==> src/rtl/aes_word_io.sv <==
// 32-bit valid/ready word-stream adapter around the AES_top core: 8 words in, 4 words out.
// Optional AES_IO_TIMEOUT_EN aborts a RUN that waits more than TIMEOUT_CYCLES for the core.
module aes_word_io #(
    parameter int TIMEOUT_CYCLES = 64
) (
    input  logic         AES_clk,
    input  logic         AES_rst_n,
    input  logic         in_valid,
    output logic         in_ready,
    input  logic [31:0]  in_data,
    output logic         out_valid,
    input  logic         out_ready,
    output logic [31:0]  out_data,
    output logic         out_last,
    output logic         core_en,
    output logic [127:0] core_key,
    output logic [127:0] core_data,
    input  logic [127:0] core_out,
    input  logic         core_out_valid,
    output logic         busy,
    output logic         timeout_err
);

    typedef enum logic [1:0] {
        ST_LOAD  = 2'd0,
        ST_RUN   = 2'd1,
        ST_DRAIN = 2'd2
    } state_t;

    state_t         state_r, state_s;
    logic [2:0]     cnt_r, cnt_s;
    logic           in_ready_r, in_ready_s;
    logic           out_valid_r, out_valid_s;
    logic           out_last_r, out_last_s;
    logic [31:0]    out_data_r, out_data_s;
    logic [95:0]    out_sh_r, out_sh_s;
    logic           core_en_r, core_en_s;
    logic [127:0]   key_r, key_s;
    logic [127:0]   data_r, data_s;
    logic           busy_r, busy_s;

`ifdef AES_IO_TIMEOUT_EN
    localparam int TMR_W = $clog2(TIMEOUT_CYCLES + 1);
    logic [TMR_W-1:0] tmr_r, tmr_s;
    logic             timeout_err_r, timeout_err_s;
`endif

    // Next-state and next-output computation for every register of the block
    always_comb begin
        state_s     = state_r;
        cnt_s       = cnt_r;
        in_ready_s  = in_ready_r;
        out_valid_s = out_valid_r;
        out_last_s  = out_last_r;
        out_data_s  = out_data_r;
        out_sh_s    = out_sh_r;
        core_en_s   = core_en_r;
        key_s       = key_r;
        data_s      = data_r;
        busy_s      = busy_r;
`ifdef AES_IO_TIMEOUT_EN
        tmr_s         = tmr_r;
        timeout_err_s = 1'b0;
`endif
        case (state_r)
            ST_LOAD: begin
                if (in_valid && in_ready_r) begin
                    // Words shift in from the right so the first word lands in [127:96]
                    if (!cnt_r[2]) begin
                        key_s = {key_r[95:0], in_data};
                    end else begin
                        data_s = {data_r[95:0], in_data};
                    end
                    cnt_s = cnt_r + 3'd1;
                    if (cnt_r == 3'd7) begin
                        state_s    = ST_RUN;
                        core_en_s  = 1'b1;
                        in_ready_s = 1'b0;
                        busy_s     = 1'b1;
`ifdef AES_IO_TIMEOUT_EN
                        tmr_s      = '0;
`endif
                    end else begin
                        state_s = ST_LOAD;
                    end
                end else begin
                    state_s = ST_LOAD;
                end
            end
            ST_RUN: begin
                if (core_out_valid) begin
                    state_s     = ST_DRAIN;
                    core_en_s   = 1'b0;
                    out_valid_s = 1'b1;
                    out_last_s  = 1'b0;
                    out_data_s  = core_out[127:96];
                    out_sh_s    = core_out[95:0];
                    cnt_s       = 3'd0;
                end
`ifdef AES_IO_TIMEOUT_EN
                else if (tmr_r == TMR_W'(TIMEOUT_CYCLES - 1)) begin
                    state_s       = ST_LOAD;
                    core_en_s     = 1'b0;
                    in_ready_s    = 1'b1;
                    busy_s        = 1'b0;
                    cnt_s         = 3'd0;
                    timeout_err_s = 1'b1;
                end else begin
                    tmr_s = tmr_r + TMR_W'(1);
                end
`else
                else begin
                    state_s = ST_RUN;
                end
`endif
            end
            ST_DRAIN: begin
                if (out_valid_r && out_ready) begin
                    if (out_last_r) begin
                        state_s     = ST_LOAD;
                        out_valid_s = 1'b0;
                        out_last_s  = 1'b0;
                        in_ready_s  = 1'b1;
                        busy_s      = 1'b0;
                        cnt_s       = 3'd0;
                    end else begin
                        out_data_s = out_sh_r[95:64];
                        out_sh_s   = {out_sh_r[63:0], 32'd0};
                        cnt_s      = cnt_r + 3'd1;
                        out_last_s = (cnt_r == 3'd2);
                    end
                end else begin
                    state_s = ST_DRAIN;
                end
            end
            default: begin
                state_s     = ST_LOAD;
                cnt_s       = 3'd0;
                in_ready_s  = 1'b1;
                out_valid_s = 1'b0;
                out_last_s  = 1'b0;
                core_en_s   = 1'b0;
                busy_s      = 1'b0;
            end
        endcase
    end

    // State and output registers; reset drops core_en and discards partial words
    always_ff @(posedge AES_clk or negedge AES_rst_n) begin
        if (!AES_rst_n) begin
            state_r     <= ST_LOAD;
            cnt_r       <= 3'd0;
            in_ready_r  <= 1'b1;
            out_valid_r <= 1'b0;
            out_last_r  <= 1'b0;
            out_data_r  <= 32'd0;
            out_sh_r    <= 96'd0;
            core_en_r   <= 1'b0;
            key_r       <= 128'd0;
            data_r      <= 128'd0;
            busy_r      <= 1'b0;
`ifdef AES_IO_TIMEOUT_EN
            tmr_r         <= '0;
            timeout_err_r <= 1'b0;
`endif
        end else begin
            state_r     <= state_s;
            cnt_r       <= cnt_s;
            in_ready_r  <= in_ready_s;
            out_valid_r <= out_valid_s;
            out_last_r  <= out_last_s;
            out_data_r  <= out_data_s;
            out_sh_r    <= out_sh_s;
            core_en_r   <= core_en_s;
            key_r       <= key_s;
            data_r      <= data_s;
            busy_r      <= busy_s;
`ifdef AES_IO_TIMEOUT_EN
            tmr_r         <= tmr_s;
            timeout_err_r <= timeout_err_s;
`endif
        end
    end

    assign in_ready  = in_ready_r;
    assign out_valid = out_valid_r;
    assign out_last  = out_last_r;
    assign out_data  = out_data_r;
    assign core_en   = core_en_r;
    assign core_key  = key_r;
    assign core_data = data_r;
    assign busy      = busy_r;
`ifdef AES_IO_TIMEOUT_EN
    assign timeout_err = timeout_err_r;
`else
    assign timeout_err = 1'b0;
`endif

endmodule
==> config.mk <==
export PLATFORM = sky130hd
export DESIGN_NAME = aes_word_io
export DESIGN_NICKNAME = d
export VERILOG_FILES = /design/src/rtl/aes_word_io.sv
export SDC_FILE = /design/constraint.sdc
export NUM_CORES = 1
export LEC_CHECK = 0
export CORE_AREA = 8 8 186 188
export DETAILED_ROUTE_END_ITERATION = 8
export DIE_AREA = 0 0 194 196
export PLACE_DENSITY = 0.88
export RECOVER_POWER = 50
export SETUP_SLACK_MARGIN = 0.4
export SLEW_MARGIN = 25
export SYNTH_ARGS = -nofsm -noshare
export SYNTH_HDL_FRONTEND = slang
export SYNTH_SLANG_ARGS = --single-unit
==> constraint.sdc <==
create_clock -name AES_clk -period 3.3 [get_ports AES_clk]
set_input_delay 0.66 -clock AES_clk [delete_from_list [all_inputs] [get_ports AES_clk]]
set_output_delay 0.66 -clock AES_clk [all_outputs]
set_load 0.005 [all_outputs]
==> qor.csv, run 1 <==
stage,metric,value,unit
run_status,run status,finished with violations,
run_status,failing checks,"max-capacitance violations, max-slew violations",
yosys,"count leader, synth",mux2_2,
global_route,pin count of the biggest net entering global routing,121,
global_route,GR Util All Layers,24.01,%
placed_design,final HPWL from detailed placement,31970,um
final_layout,area delta synth->final,39.35,%
yosys,Post-Syn Area,16110,sq um
worst_hold_path,worst min-delay path category,reg2reg,
yosys,xor/xnor share of the synthesized area,0,%
yosys,Synth Instances,1046,
yosys,Yosys top cell area share,61.04,%
timing,fin crit share,82.10,%
clock_tree,Skew-Pair Late Insertion Delay,0.53,ns
detailed_routing,ANT nets after route,0,
worst_setup_path,CP startpoint kind,flip-flop,
clock_tree,hold buffers post-CTS,0,
timing,hold_ws,0.4980,ns
yosys,most common library cells after synthesis,"mux2_2 (434), dfrtp_1 (393), buf_2 (41)",
yosys,Synth Area in Compound Gates,0.6523,%
timing,Max Freq,369.1,MHz
placed_design,placed instance area,21120,sq um
clock_tree,CTS HTree Levels,2,
detailed_routing,DR vias/cell,5.317,
timing,Final Hold Vio Count,0,
worst_setup_path,crit-path cells,"nor2_1, and4b_1, buf_4, mux2_2",
flow_run,max cap viols,1,
placed_design,gpl congestion,0.7858,
clock_tree,TritonCTS clock tree,done,
final_layout,layout cells sized above 1,33.51,%
final_layout,fin nets,1671,
detailed_routing,DRT Wirelength,46740,um
yosys,"FF+latch count, synth",394,
yosys,Async SR Flop Fraction,100.0,%
timing,worst slew slack as a fraction of its limit,-6.500,%
global_route,vias in the first global route,11650,
final_layout,final cell count without fillers,1943,
worst_setup_path,crit path DAT,3.12,ns
pwr,power density over the cells,442.3,nW/um^2
yosys,syn avg cell area,15.40,sq um
worst_setup_path,Critical Path Sink Type,flip-flop,
timing,Fin Clk Skew,0.01677,ns
global_route,first-pass GRT wire length,71280,um
timing,worst-margin pin slew,1.598,ns
placed_design,number of I/O port buffers,457,
floorplan,FP Rows,66,
clock_tree,CTS Buffer Depth,3,
yosys,"Seq/Total Area, Yosys",61.20,%
detailed_routing,First DRT Iteration DRCs,463,
floorplan,core region area,31880,sq um
worst_setup_path,critical path type,reg2reg,
yosys,post-synth net total,1214,
floorplan,Die ar.,38020,sq um
detailed_routing,drt first pass iters,4,
yosys,ranking of synthesized cells by area,"dfrtp_1 (61%), mux2_2 (30%), mux2i_1 (2.0%), buf_2 (1.3%), mux2_1 (1.2%)",
worst_setup_path,Worst path slowest cell,and4b_1,
timing,RSZ-0062 raised after global routing,false,
pwr,Max IR drop VDD,0.0004289,V
clock_tree,Sink Count,394,
yosys,Most used DFF post-synth,dfrtp_1,
worst_setup_path,"slowest stage delay, CP",0.96,ns
yosys,largest family of logic cells by synthesized area,multiplexers,
yosys,"area leader, netlist",dfrtp_1,
yosys,number of flops mapped to enable cells by yosys,0,
final_layout,Fill cells,2076,
worst_setup_path,CP Data Required Time,3.71,ns
placed_design,Placed Cells,1868,
clock_tree,clock root buffer,clkbuf_16,
clock_tree,PostCTS Resize Cnt,0,
clock_tree,Clock transition at path regs,0.06,ns
clock_tree,"Setup Fix Bufs, Post-CTS",0,
yosys,library cells used by synthesis,29,
worst_setup_path,worst-path fanout max,22,
clock_tree,CTS Buf Count,41,
yosys,Yosys warnings,0,
timing,endpoints failing setup,0,
timing,min Tclk post-route,2.709,ns
yosys,mux cell area share after synthesis,33.51,%
timing,Pins Over Slew Limit,59,
pwr,Power Total,9.931,mW
timing,setup TNS,0,ns
detailed_routing,vias,10330,
pwr,Pleak,10.94,nW
detailed_routing,DR WL/cell,24.06,um
floorplan,Initial Util,50.55,%
floorplan,die height,196,um
floorplan,Die W,194,um
detailed_routing,DRC,0,
global_route,grt ovf,0,
yosys,Synth Area in Adders,0.2330,%
yosys,Simple-Gate Fraction of Synth Area,1.382,%
final_layout,Final Cell Area,22450,sq um
floorplan,Ports,459,
global_route,initial antenna violation count,4,
[cell usage in the layout (no fill, tap or decap), drive strengths merged, types with 3 or more instances in the layout]
cell type      instances
mux2                 451
dfrtp                393
clkdlybuf4s50        377
dlygate4sd3           79
clkbuf                63
inv                   39
nand2                 35
mux2i                 32
buf                   10
nor2                   6
a21oi                  5
bufinv                 5
clkinv                 5
diode                  4
o21ai                  4
clkinvlp               4
nand3                  3
ha                     3
[final timing paths]
path                                          start                        to  slack, ns  depth (start not counted)
min in group asynchronous                 AES_rst_n  out_sh_r[92]$_DFFE_PN0P_       0.54                          1
hold / removal             out_data[30]$_DFFE_PN0P_  out_data[30]$_DFFE_PN0P_       0.50                          1
hold reg to reg            out_data[30]$_DFFE_PN0P_  out_data[30]$_DFFE_PN0P_       0.50                          1
setup reg to reg             state_r[1]$_DFFE_PN0P_  core_key[74]$_DFFE_PN0P_       0.59                          4
max in group asynchronous                 AES_rst_n  out_sh_r[55]$_DFFE_PN0P_       0.88                          2
setup / recovery             state_r[1]$_DFFE_PN0P_  core_key[74]$_DFFE_PN0P_       0.59                          4
[flip-flops by register name, indices dropped and copies added, names as in the netlist]
signal     flops
cnt_r          3
in_ready       1
out_last       1
out_valid      1
core_key     128
core_en        1
out_sh_r      96
busy           1
core_data    128
state_r        2
out_data      32
[per-stage QoR]
| step | setup WS, ns | util, % |
|---|---|---|
| 6_report | 0.5907 | 70.43 |
| 3_5_place_dp | 0.6794 | 66.27 |
| 2_1_floorplan | 1.530 | - |
| 4_1_cts | 0.9416 | 70.57 |
| 3_3_place_gp | 0.7264 | 66.27 |
| 5_1_grt | 0.4488 | 70.43 |
[power breakdown]
| group | leakage [nW] | internal [mW] | total (mW) | switching [mW] |
|---|---|---|---|---|
| Clock | 0.664 | 2.83 | 4.72 | 1.88 |
| Sequential | 5.33 | 4.83 | 4.83 | 0 |
| Combinational | 4.94 | 0.223 | 0.382 | 0.159 |
| Total | 10.9 | 7.89 | 9.93 | 2.04 |
[cells by family after synthesis]
family | Yosys count
fa+ha+maj | 3
buf+inv | 97
simple gates | 51
other cells | 1
flops | 394
compound gates | 17
mux | 483
[worst max-delay path, delay by kind of cell, from the launching register on]
kind                   cells  cell delay [ns]
flip-flops                 1             0.55
multiplexers               1             0.39
AND/OR/NAND/NOR            2             1.17
buffers and inverters      1             0.46
[area by class of cell]
cell class	instances	area [sq um]	area share (%)
flip-flops and latches	394	9861	43.92
multi-input cells	555	5782	25.75
well taps	408	510.5	2.274
clock inverters	16	222.7	0.9920
inverters	37	138.9	0.6186
clock buffers	55	1149	5.116
repair buffers	474	4778	21.28
diodes	4	10.01	0.04458
[metal layers]
layer,wire [um],GRT usage [%],share of wire [%],vias to the layer above
met4,1429,8.571,3.1,0
met1,17580,27.14,38,5264
li1,-,-,-,4587
met3,4227,9.184,9.0,88
met5,0,0,0,-
met2,23510,41.21,50,391
(Power assumes the default switching activity.)
==> run 2, diff against run 1 <==
--- a/config.mk
+++ b/config.mk
@@ -5,10 +5,10 @@
 export SDC_FILE = /design/constraint.sdc
 export NUM_CORES = 1
 export LEC_CHECK = 0
-export CORE_AREA = 8 8 186 188
+export CORE_AREA = 8 8 203 205
 export DETAILED_ROUTE_END_ITERATION = 8
-export DIE_AREA = 0 0 194 196
-export PLACE_DENSITY = 0.88
+export DIE_AREA = 0 0 211 213
+export PLACE_DENSITY = 0.79
 export RECOVER_POWER = 50
 export SETUP_SLACK_MARGIN = 0.4
 export SLEW_MARGIN = 25
==> constraint.sdc (replaced) <==
create_clock -name AES_clk -period 2.44 [get_ports AES_clk]
set_input_delay 0.488 -clock AES_clk [delete_from_list [all_inputs] [get_ports AES_clk]]
set_output_delay 0.488 -clock AES_clk [all_outputs]
set_load 0.005 [all_outputs]
==> qor.csv, run 2 (synthesis results as in run 1) <==
stage,metric,value,unit
timing,Max Freq,475.7,MHz
pwr,Max IR drop VDD,0.0004987,V
worst_setup_path,"slowest stage delay, CP",0.54,ns
detailed_routing,DR vias/cell,4.946,
global_route,vias in the first global route,11410,
clock_tree,Clock transition at path regs,0.06,ns
detailed_routing,First DRT Iteration DRCs,433,
worst_hold_path,worst min-delay path category,in2reg,
floorplan,FP Rows,72,
final_layout,fin nets,1698,
floorplan,Die ar.,44940,sq um
run_status,run status,finished clean,
placed_design,placed instance area,21470,sq um
flow_run,max cap viols,0,
clock_tree,Skew-Pair Late Insertion Delay,0.56,ns
floorplan,core region area,38110,sq um
placed_design,number of I/O port buffers,457,
worst_setup_path,CP Data Required Time,2.87,ns
global_route,grt ovf,0,
timing,RSZ-0062 raised after global routing,false,
final_layout,layout cells sized above 1,34.53,%
pwr,Pleak,10.93,nW
worst_setup_path,crit-path cells,"nand2b_1, o22ai_1, buf_12, buf_8, mux2_2",
floorplan,Ports,459,
timing,worst slew slack as a fraction of its limit,28.52,%
final_layout,"commonest cells after routing, fill and taps aside","mux2_2 (434), clkdlybuf4s50_1 (403), dfrtp_1 (391), clkbuf_16 (44), inv_1 (37)",
final_layout,"most common cell after layout, fill and taps aside",mux2_2,
detailed_routing,drt first pass iters,4,
timing,endpoints failing setup,0,
worst_setup_path,CP startpoint kind,flip-flop,
worst_setup_path,Critical Path Sink Type,flip-flop,
timing,setup TNS,0,ns
detailed_routing,DR WL/cell,21.97,um
timing,Pins Over Slew Limit,0,
pwr,power density over the cells,590.8,nW/um^2
worst_setup_path,Buffers & Inverters on Critical Path,2,
timing,min Tclk post-route,2.102,ns
global_route,pin count of the biggest net entering global routing,81,
detailed_routing,ANT nets after route,0,
worst_setup_path,crit-path leading delay family,flip-flops,
timing,Final Hold Vio Count,0,
worst_setup_path,worst-path fanout max,32,
global_route,first-pass GRT wire length,68660,um
placed_design,gpl congestion,0.8026,
worst_setup_path,Worst path slowest cell,dfrtp_1,
worst_setup_path,"setup slack, reg-to-reg",0.34,ns
clock_tree,Sink Count,394,
global_route,initial antenna violation count,1,
detailed_routing,DRT Wirelength,45690,um
clock_tree,CTS Buf Count,42,
clock_tree,clock root buffer,clkbuf_16,
clock_tree,TritonCTS clock tree,done,
timing,fin crit share,86.16,%
floorplan,Initial Util,42.28,%
placed_design,final HPWL from detailed placement,33230,um
detailed_routing,vias,10290,
timing,worst-margin pin slew,1.072,ns
worst_setup_path,critical path type,reg2reg,
floorplan,die height,213,um
floorplan,Die W,211,um
clock_tree,CTS Buffer Depth,3,
clock_tree,CTS HTree Levels,2,
final_layout,Final Cell Area,22820,sq um
final_layout,area delta synth->final,41.65,%
global_route,GR Util All Layers,19.72,%
timing,Fin Clk Skew,0.02748,ns
detailed_routing,DRC,0,
worst_setup_path,crit path DAT,2.53,ns
-- run 2: path summary, 6_finish.rpt --
path | startpoint | end | cells after the start
setup / recovery | state_r[0]$_DFFE_PN0P_ | out_data[21]$_DFFE_PN0P_ | 5
hold / removal | core_out[8] | out_sh_r[8]$_DFFE_PN0P_ | 3
setup reg to reg | state_r[0]$_DFFE_PN0P_ | out_data[21]$_DFFE_PN0P_ | 5
hold reg to reg | out_sh_r[81]$_DFFE_PN0P_ | out_sh_r[81]$_DFFE_PN0P_ | 1
max in group asynchronous | AES_rst_n | core_key[95]$_DFFE_PN0P_ | 3
min in group asynchronous | AES_rst_n | out_sh_r[22]$_DFFE_PN0P_ | 2
-- run 2: timing repair --
item	in CTS	in global routing
setup buffers	2	5
endpoints found under the setup margin	36	197
hold endpoints to repair	50	0
gates resized for setup	32	31
hold buffers	1	0
pin swaps	0	2
cloned	0	2
-- run 2: layout make-up --
type,instances,area [sq um]
Antenna cell,1,2.502
Clock inverter,13,165.2
Inverter,37,138.9
Clock buffer,62,1236
Tap cell,518,648.1
Timing Repair Buffer,500,4989
Fill cell,2973,15280
Sequential cell,394,9863
Multi-Input combinational cell,555,5779
-- run 2: layer usage --
metal	vias up	track usage, %	routed length (um)
met4	0	6.564	1173
li1	4628	-	-
met3	73	7.779	4175
met5	-	0	0
met2	331	32.62	22450
met1	5255	23.31	17900
-- run 2: power breakdown --
| part | total [mW] | internal (mW) | switching (mW) |
|---|---|---|---|
| Combinational | 0.525 | 0.304 | 0.222 |
| Sequential | 6.53 | 6.53 | 0 |
| Clock | 6.42 | 3.84 | 2.59 |
| Total | 13.5 | 10.7 | 2.81 |
-- run 2: tightest hold or removal path, delay by kind of cell --
kind	cells	cell delay (ns)
buffers and inverters	1	0.40
muxes	1	0.06
and+or+nand+nor	1	0.06
-- run 2: metrics by stage --
stage	hold slack, ns	util, %	instances	worst slack, ns	total power, mW
3_5_place_dp	0.4903	56.34	1994	0.1496	7.198
6_report	0.4878	59.89	2080	0.3377	13.48
3_3_place_gp	0.4850	56.34	1994	0.1704	7.194
4_1_cts	0.4508	59.98	2072	0.3943	13.69
5_1_grt	0.4736	59.89	2080	0.2213	13.96
2_1_floorplan	0.1924	-	1046	0.7677	6.736
